<file path="config.mk">
export PLATFORM = sky130hd
export DESIGN_NAME = apple_spawner_flat
export DESIGN_NICKNAME = d
export VERILOG_FILES = /design/src/rtl/apple_spawner_if.sv /design/src/rtl/apple_spawner.sv /design/src/flat_wrapper.sv
export SDC_FILE = /design/constraint.sdc
export NUM_CORES = 1
export LEC_CHECK = 0
export CAP_MARGIN = 15
export CORE_AREA = 4 4 173 175
export CTS_CLUSTER_DIAMETER = 60
export CTS_CLUSTER_SIZE = 30
export DETAILED_ROUTE_END_ITERATION = 10
export DIE_AREA = 0 0 177 179
export GPL_TIMING_DRIVEN = 1
export PLACE_DENSITY_LB_ADDON = 0.3
export SLEW_MARGIN = 15
export SYNTH_ARGS = -nofsm -noshare
export SYNTH_HDL_FRONTEND = slang
export SYNTH_SLANG_ARGS = --single-unit
export TNS_END_PERCENT = 50
</file>
<file path="constraint.sdc">
create_clock -name clk -period 4.5 [get_ports clk]
set_clock_uncertainty 0.2 [all_clocks]
set_input_delay 0.45 -clock clk [delete_from_list [all_inputs] [get_ports clk]]
set_output_delay 0.45 -clock clk [all_outputs]
set_load 0.02 [all_outputs]
</file>
<file path="src/rtl/apple_spawner_if.sv">
// apple_spawner_if: bundles the pixel-scan, random-source, snake-body and
// apple-status signals of the apple spawner.
//   slave  : spawner side (consumes x/y/rand/body, drives apple status)
//   master : environment side (random generator, body register, renderer)
interface apple_spawner_if #(
  parameter int unsigned COORD_W    = 4,
  parameter int unsigned MAX_LEN    = 50,
  parameter int unsigned NUM_APPLES = 2,
  parameter int unsigned LEN_W      = 6
);
  logic [COORD_W-1:0]              x;
  logic [COORD_W-1:0]              y;
  logic [COORD_W-1:0]              randX;
  logic [COORD_W-1:0]              randY;
  logic                            goodColl;
  logic [MAX_LEN*2*COORD_W-1:0]    body;
  logic [LEN_W-1:0]                snake_len;
  logic                            apple;
  logic [NUM_APPLES-1:0]           apple_valid;
  logic [NUM_APPLES*2*COORD_W-1:0] apple_pos;
  logic                            eat_pulse;
  logic                            busy;

  modport slave (
    input  x, y, randX, randY, goodColl, body, snake_len,
    output apple, apple_valid, apple_pos, eat_pulse, busy
  );

  modport master (
    output x, y, randX, randY, goodColl, body, snake_len,
    input  apple, apple_valid, apple_pos, eat_pulse, busy
  );
endinterface

</file>
<file path="src/rtl/apple_spawner.sv">
// apple_spawner: keeps NUM_APPLES apples on the grid, flags the scanned pixel
// when it shows an apple, detects which apple the head ate and respawns eaten
// apples from the random source, rejecting candidates that are out of range,
// on a live body segment or on another valid apple.
// Ports:
//   clk     - system clock
//   reset   - synchronous active-high reset
//   s_reset - synchronous active-high game-restart reset (same effect)
//   bus     - apple_spawner_if.slave (pixel, random, body, apple status)
module apple_spawner #(
  parameter int unsigned COORD_W    = 4,
  parameter int unsigned MAX_LEN    = 50,
  parameter int unsigned NUM_APPLES = 2,
  parameter int unsigned GRID_MAX_X = 15,
  parameter int unsigned GRID_MAX_Y = 15,
  parameter int unsigned LEN_W      = 6
) (
  input logic           clk,
  input logic           reset,
  input logic           s_reset,
  apple_spawner_if.slave bus
);

  localparam int unsigned PosW = 2 * COORD_W;
  localparam int unsigned IdxW = (NUM_APPLES > 1) ? $clog2(NUM_APPLES) : 1;

  typedef enum logic [1:0] {StIdle, StPick, StScan, StPlace} state_e;

  state_e                     state_q, state_d;
  logic [IdxW-1:0]            target_q, target_d;
  logic [PosW-1:0]            cand_q, cand_d;
  logic [LEN_W-1:0]           idx_q, idx_d;
  logic [NUM_APPLES-1:0]      valid_q, valid_d;
  logic [NUM_APPLES*PosW-1:0] pos_q, pos_d;
  logic                       eat_q;

  // Lowest index whose valid bit is clear (0 when none is clear).
  function automatic logic [IdxW-1:0] first_free(input logic [NUM_APPLES-1:0] v);
    first_free = '0;
    for (int k = NUM_APPLES - 1; k >= 0; k--) begin
      if (!v[k]) first_free = IdxW'(k);
    end
  endfunction

  // Eat detection on pre-edge valid bits; lowest matching apple wins.
  logic                  eat_hit;
  logic [IdxW-1:0]       eat_idx;
  logic [NUM_APPLES-1:0] valid_eaten;

  always_comb begin
    eat_hit = 1'b0;
    eat_idx = '0;
    for (int k = NUM_APPLES - 1; k >= 0; k--) begin
      if (bus.goodColl && valid_q[k] &&
          pos_q[k*PosW +: PosW] == bus.body[PosW-1:0]) begin
        eat_hit = 1'b1;
        eat_idx = IdxW'(k);
      end
    end
    valid_eaten = valid_q;
    if (eat_hit) valid_eaten[eat_idx] = 1'b0;
  end

  // Candidate checks done in PICK.
  logic [PosW-1:0] cand_in;
  logic            in_range;
  logic            clash;

  assign cand_in  = {bus.randX, bus.randY};
  assign in_range = (32'(bus.randX) <= GRID_MAX_X) && (32'(bus.randY) <= GRID_MAX_Y);

  always_comb begin
    clash = 1'b0;
    for (int k = 0; k < NUM_APPLES; k++) begin
      if (IdxW'(k) != target_q && valid_q[k] && pos_q[k*PosW +: PosW] == cand_in) begin
        clash = 1'b1;
      end
    end
  end

  // Body segment under scan, read live from the body bus.
  logic [PosW-1:0] seg;
  logic            last_seg;

  always_comb begin
    seg = '0;
    for (int i = 0; i < MAX_LEN; i++) begin
      if (idx_q == LEN_W'(i)) seg = bus.body[i*PosW +: PosW];
    end
  end

  // Widened so a snake_len that shrinks mid-scan still terminates the scan.
  assign last_seg = ({1'b0, idx_q} + (LEN_W + 1)'(1)) >= {1'b0, bus.snake_len};

  always_comb begin
    state_d  = state_q;
    target_d = target_q;
    cand_d   = cand_q;
    idx_d    = idx_q;
    valid_d  = valid_eaten;
    pos_d    = pos_q;
    unique case (state_q)
      StIdle: begin
        if (!(&valid_eaten)) begin
          target_d = first_free(valid_eaten);
          state_d  = StPick;
        end
      end
      StPick: begin
        cand_d = cand_in;
        idx_d  = '0;
        if (in_range && !clash) begin
          state_d = (bus.snake_len == '0) ? StPlace : StScan;
        end
      end
      StScan: begin
        if (seg == cand_q) begin
          state_d = StPick;
        end else if (last_seg) begin
          state_d = StPlace;
        end else begin
          idx_d = idx_q + LEN_W'(1);
        end
      end
      StPlace: begin
        // Guard: never overwrite an apple that is already valid.
        if (valid_q[target_q]) begin
          state_d = StIdle;
        end else begin
          valid_d[target_q]               = 1'b1;
          pos_d[target_q*PosW +: PosW] = cand_q;
          if (!(&valid_d)) begin
            target_d = first_free(valid_d);
            state_d  = StPick;
          end else begin
            state_d = StIdle;
          end
        end
      end
      default: state_d = StIdle;
    endcase
  end

  always_ff @(posedge clk) begin
    if (reset || s_reset) begin
      state_q  <= StPick;
      target_q <= '0;
      cand_q   <= '0;
      idx_q    <= '0;
      valid_q  <= '0;
      pos_q    <= '0;
      eat_q    <= 1'b0;
    end else begin
      state_q  <= state_d;
      target_q <= target_d;
      cand_q   <= cand_d;
      idx_q    <= idx_d;
      valid_q  <= valid_d;
      pos_q    <= pos_d;
      eat_q    <= eat_hit;
    end
  end

  always_comb begin
    bus.apple = 1'b0;
    for (int k = 0; k < NUM_APPLES; k++) begin
      if (valid_q[k] && pos_q[k*PosW +: PosW] == {bus.x, bus.y}) bus.apple = 1'b1;
    end
  end

  assign bus.apple_valid = valid_q;
  assign bus.apple_pos   = pos_q;
  assign bus.eat_pulse   = eat_q;
  assign bus.busy        = (state_q != StIdle);

endmodule

</file>
<file path="src/flat_wrapper.sv">
// flat-port wrapper written by rule: the top's interface ports become plain ports
module apple_spawner_flat 
#(
  parameter int unsigned COORD_W    = 4,
  parameter int unsigned MAX_LEN    = 50,
  parameter int unsigned NUM_APPLES = 2,
  parameter int unsigned GRID_MAX_X = 15,
  parameter int unsigned GRID_MAX_Y = 15,
  parameter int unsigned LEN_W      = 6
)
  (clk, reset, s_reset, bus_x, bus_y, bus_randX, bus_randY, bus_goodColl, bus_body, bus_snake_len, bus_apple, bus_apple_valid, bus_apple_pos, bus_eat_pulse, bus_busy);
  apple_spawner_if #(.COORD_W(COORD_W), .MAX_LEN(MAX_LEN), .NUM_APPLES(NUM_APPLES), .LEN_W(LEN_W)) bus_i ();
  input logic clk;
  input logic reset;
  input logic s_reset;
  input wire logic [$bits(bus_i.x)-1:0] bus_x;
  input wire logic [$bits(bus_i.y)-1:0] bus_y;
  input wire logic [$bits(bus_i.randX)-1:0] bus_randX;
  input wire logic [$bits(bus_i.randY)-1:0] bus_randY;
  input wire logic [$bits(bus_i.goodColl)-1:0] bus_goodColl;
  input wire logic [$bits(bus_i.body)-1:0] bus_body;
  input wire logic [$bits(bus_i.snake_len)-1:0] bus_snake_len;
  output wire logic [$bits(bus_i.apple)-1:0] bus_apple;
  output wire logic [$bits(bus_i.apple_valid)-1:0] bus_apple_valid;
  output wire logic [$bits(bus_i.apple_pos)-1:0] bus_apple_pos;
  output wire logic [$bits(bus_i.eat_pulse)-1:0] bus_eat_pulse;
  output wire logic [$bits(bus_i.busy)-1:0] bus_busy;
  assign bus_i.x = bus_x;
  assign bus_i.y = bus_y;
  assign bus_i.randX = bus_randX;
  assign bus_i.randY = bus_randY;
  assign bus_i.goodColl = bus_goodColl;
  assign bus_i.body = bus_body;
  assign bus_i.snake_len = bus_snake_len;
  assign bus_apple = bus_i.apple;
  assign bus_apple_valid = bus_i.apple_valid;
  assign bus_apple_pos = bus_i.apple_pos;
  assign bus_eat_pulse = bus_i.eat_pulse;
  assign bus_busy = bus_i.busy;
  apple_spawner #(.COORD_W(COORD_W), .MAX_LEN(MAX_LEN), .NUM_APPLES(NUM_APPLES), .GRID_MAX_X(GRID_MAX_X), .GRID_MAX_Y(GRID_MAX_Y), .LEN_W(LEN_W)) u_core (.clk(clk), .reset(reset), .s_reset(s_reset), .bus(bus_i));
endmodule
</file>
[Yosys cells after proc, flatten, opt, wreduce, memory -nomap -nowiden]
Index checks and enable logic that the tools add are counted.
Word-level totals
  bits in registers: 36
  input port bits: 426
  output and inout bits: 21
  logic and storage cells: 199
Cells by class
  add/subtract/negate cells: 3
  magnitude comparators: 5
  equal/unequal tests: 66
  shift-type cells: 2
  muxes and demuxes: 86
  bitwise gates (word level): 5
  reductions and logical operators: 25
Operators by type and width (count)
  $mux W8: 50
  $eq A6 B6 Y1 const B: 18
  $eq A6 B5 Y1 const B: 16
  $eq A8 B8 Y1: 7
  $eq A6 B4 Y1 const B: 8
  $neg A4 Y34: 1
  $shift A8 B34 Y16 const A: 1
  $shiftx A8 B34 Y16: 1
  $eq A6 B3 Y1 const B: 4
  $mux W1: 20
  $bwmux W16: 1
  $mux W2: 8
  $eq A6 B2 Y1 const B: 2
  $logic_and A1 B1 Y1: 12
  $logic_not A6 Y1: 2
  $mux W6: 2
  $ne A2 B2 Y1 const B: 6
  $pmux W6 S2: 1
  $pmux W2 S4: 1
  $add A6 B1 Y7 const B: 1
  $ge A7 B6 Y1: 1
  $add A6 B1 Y6 const B: 1
  $eq A6 B1 Y1 const B: 1
  $reduce_and A2 Y1: 3
  other kinds (16): 24

[Logic depth before layout (Yosys ltp)]
  depth after elaboration: 54
  depth in mapped cells: 17
  mapped depth without buffers: 13

[Least setup slack after synthesis]
OpenSTA, ideal clock, no wires.
  path type: register to register
  from: register u_core.idx_q[0]
  to: register u_core.idx_q[1]
  setup time: 0.117 ns
  data arrival time: 3.605 ns
  data required time: 4.183 ns
  path slack: 0.577 ns
  stages on the path, launching flop included: 18
  path buffers: 4
  clock period less this slack: 3.923 ns
  cells stage by stage: dfxtp_1 > inv_1 > ha_1 > buf_2 > buf_2 > inv_2 > clkbuf_1 > clkbuf_1 > nor3_1 > o31a_1 > a2111o_1 > o21ai_0 > nor4_1 > nor4b_1 > nand4_1 > o31a_4 > and2_4 > a32o_1
Between the ends
  word-level cells in the longest chain between the ends: 54
  elaborated cells between the ends (all ways): 110
  those cells by class: add/sub: 2; order compare: 1; eq/ne: 52; mux: 53; reduce/logical: 2
Ends and longest elaborated chain
  start: declaration: line apple_spawner.sv:32  | logic [LEN_W-1:0] idx_q, idx_d;
  start signal: assignment: line apple_spawner.sv:157  | idx_q <= idx_d;
  $logic_not A6 Y1: line apple_spawner.sv:88  | if (idx_q == LEN_W'(i)) seg = bus.body[i*PosW +: PosW];
  $mux W8 (50 in a row): line apple_spawner.sv:88
  $eq A8 B8 Y1: line apple_spawner.sv:117  | if (seg == cand_q) begin
  $ne A2 B2 Y1 (no line)
  $reduce_and A3 Y1 (no line)
Several ways; a longest one is shown, not always the timed one. The select of a mux whose other input is x is not followed.
A chain may end at the register's enable or synchronous reset.

[Worst setup path in the final report]
  from: register u_core.idx_q[1]
  to: register u_core.idx_q[1]
Same word-level chain as after synthesis.

==> results.md <==
* Hold Crit Class: flop to flop
* Initial antenna violation count at 0
* Worst EP arrival at between 4 and 5 ns
* CP Launch Type: flop
* Vias at about 14,000
* Share of the synthesized area in the top cell type at 8.47%
* Worst setup path end: u_core.idx_q[1]
* Area of all sequential standard cells at 734 um^2
* Clk buf depth at 2
* Largest net degree at the start of global routing at 38
* Area occupied by multi-input gates at roughly 7400 um^2
* RSZ-0062 raised after global routing: false
* FFs w/ async S/R, synth at 0%
* CP cell instances: ha_2 > or3b_1 > buf_4 > mux2_2 > a211oi_1 > or4_1 > a31oi_1 > a211oi_2 > mux2i_1 > nand4_1 > o31a_4 > and2_4 > a32o_1
* Core ar. at 28,500 um^2
* Area post-placement at 14,100 um^2
* Ys flop type: dfxtp_1
* Nets at approximately 2,200
* Hold_sp: u_core.cand_q[6]
* Wire length per cell at a little under 30 um
* Global Route Usage Sum at 37.0%
* Met3 wire length at 6360 um
* Crit path time final at between 4 and 5 ns
* Final wirelength at about 63,000 um
* Final HPWL DP at 53,100 um
* Clock sink total at 36
* Post-route worst setup slack at roughly 0.082 ns
* Critical path class: flop to flop
* Drt pass-1 iters at 6
* Critical Path RT at 4.48 ns
* Worst-path maximum fanout at 9
* Rows at 62
* Worst slew margin at 53.4%
* Die area at 31,700 um^2
* Antenna-violating nets left at 0
* Die Span Y at ~180 um
* Initial Utilization at 29.9%
* #FFs+latches synth at 36
* Mapped Cells at 1,265
* Post-Syn Nets at 1,706
* Synth area leader: dfxtp_1
* Slew Limit Fails at 0
* CTS tree: yes
* Post-synth top cells: nand2_1 (117), nor2_1 (114), nand3_1 (69)
* Placer congestion estimate at about 1.1
* First-pass GRT wire length at 88,700 um
* Seq/Total Area, Yosys at 8.47%
* Worst Tran Pin Value at approximately 0.7 ns
* H-tree depth at 2
* Hold Vio Cnt, Final at 0
* Area contributors post-synth: dfxtp_1 (8.5%), nand2_1 (5.2%), nor2_1 (5.0%)
* PD cells at roughly 94 nW/um^2
* Final setup vio count at 0
* Switching share of power at 27.6%
* Setup TNS at 0 ns
* Leakage at 5.34 nW
* Initial drt markers at 1,939
* Top Layer Used: met4
* Die X at 177 um
* Grt ovf at 0
* Reg clk slew, reported paths at 0.06 ns
* Mapped cell area at 8510 um^2
* Post-synth EDFFs at 0
* Crit. Startpoint: u_core.idx_q[1]
* Fillers at roughly 2,900
* Fmax at 226 MHz
* Slowest cell on crit path: dfxtp_1
* Share of cells above drive strength 1 at 12.1%
* Vias in the first global route at around 13,000
* Logic gate share of total power at 46.4%
* Count leader, synth: nand2_1
* Peak supply drop at 0.161 mV
* Worst r2r dst: u_core.idx_q[1]
* I/O pin total at 447
* PortBufs at 446
* Crit share post-route at 98.2%
* Reg2Reg Depth at 13
* Post-Place Setup Slack at -0.203 ns
* Worst R2R Start: u_core.idx_q[1]
* Syn avg cell area at between 6 and 7 um^2
* Clock network fraction of total power at 28.8%
* Cell-internal power at approximately 0.00098 W
* Metal2 WL at 29,400 um
* Yosys cell types at 94
* DRC at 0
* Yosys warns at 0
* Hold Worst Slack at 0.330 ns
* Worst Setup End Kind: flop
* Root Driver: clkbuf_16
* Antenna cells at 0
* M1 WL at 24,300 um
* Status: complete, no violations
* Crit-path max cell delay at between 0.4 and 0.5 ns
* Setup slack, reg-to-reg at 0.08 ns
* Via density at between 6 and 7
* Cts bufs inserted at 5
* Post-route cell area at 14,500 um^2
* Hold Buf Count CTS at 0
* Sequential power share at 24.8%
* Switching pwr at 0.000373 W
* Max cap viols at 0
* Area growth from synthesis to layout at 69.9%
* Clock insertion delay at the later pin of the skew report at roughly 0.28 ns
power by group through the flow:
stage	combinational, W	clock [W]	sequential [W]
final	0.000627	0.000390	0.000336
after global routing	0.000647	0.000409	0.000336
after CTS	0.000617	0.000394	0.000337
after detailed placement	0.000610	0	0.000344
after global placement	0.000618	0	0.000344
after floorplan	0.000116	0	0.000338
worst min path at each step:
stage	cells past startpoint	end	slack [ns]
after floorplan	2	u_core.bus.apple_pos[3]	0.26
after global placement	2	u_core.state_q[1]	0.30
after detailed placement	2	u_core.bus.apple_pos[6]	0.32
after CTS	2	u_core.bus.apple_pos[6]	0.33
after global routing	2	u_core.bus.apple_pos[6]	0.37
final	2	u_core.bus.apple_pos[6]	0.33
routing by layer:
metal	track usage, %	vias up
li1	-	5941
met1	46.9	6473
met2	62.6	1057
met3	5.97	200
met4	15.2	0
met5	0	-
metrics by stage:
| step | total power (W) | instances | utilization [%] |
|---|---|---|---|
| floorplan | 0.000454 | 1265 | - |
| global placement | 0.000961 | 2130 | 49.6 |
| detailed placement | 0.000954 | 2130 | 49.6 |
| CTS | 0.00135 | 2138 | 50.4 |
| global route | 0.00139 | 2141 | 50.8 |
| finish | 0.00135 | 2141 | 50.8 |
placed cells by master (no fill, tap or decap), types with 21 or more instances in the layout:
master / netlist / routed
nor2b_1: 23 / 22
buf_4: 2 / 139
nor4_1: 25 / 23
clkdlybuf4s50_1: 0 / 446
inv_1: 33 / 33
dfxtp_1: 36 / 31
nor3_1: 36 / 35
nand3_1: 69 / 69
mux2i_1: 21 / 21
a211oi_1: 24 / 21
o21ai_0: 59 / 59
a221oi_1: 24 / 23
xor2_1: 34 / 34
nor2_1: 114 / 109
a21oi_1: 52 / 51
o22ai_1: 41 / 41
nand2_1: 117 / 117
layout make-up:
class                           instances  area share (%)
Clock inverter                          2           0.242
Sequential cell                        36            5.08
Inverter                               35           0.908
Tap cell                              384            3.32
Multi-Input combinational cell       1088            50.9
Clock buffer                            6           0.891
Timing Repair Buffer                  590            38.7
cell families after synthesis:
kind of cell / count (synthesis) / share of synthesized area [%]
AOI/OAI and AO/OA: 444 / 38.9
DFF: 36 / 8.47
adders and majority gates: 15 / 2.20
buffers and inverters: 141 / 7.03
muxes: 24 / 2.87
and+or+nand+nor: 551 / 34.9
xor gates and xnor gates: 54 / 5.56
timing repair:
action                     in CTS  in global routing
pin swaps                       0                  2
buffers inserted                0                  3
resized for setup               8                 24
setup endpoints to repair       8                  8
worst max-delay path, delay by kind of cell, from the launching register on:
| kind | cells | cell delay [ns] |
|---|---|---|
| AOI/OAI and AO/OA | 5 | 1.53 |
| adders and majority gates | 1 | 0.35 |
| DFF | 1 | 0.43 |
| and+or+nand+nor | 4 | 1.00 |
| muxes | 2 | 0.57 |
| buffers and inverters | 1 | 0.22 |
state kept, by name, indices dropped and copies added (netlist names):
register and count:
u_core.bus.eat_pulse 1, u_core.target_q 1, u_core.idx_q 6, u_core.bus.apple_valid 2
u_core.cand_q 8, u_core.bus.apple_pos 16, u_core.state_q 2
(Power assumes the default switching activity.)
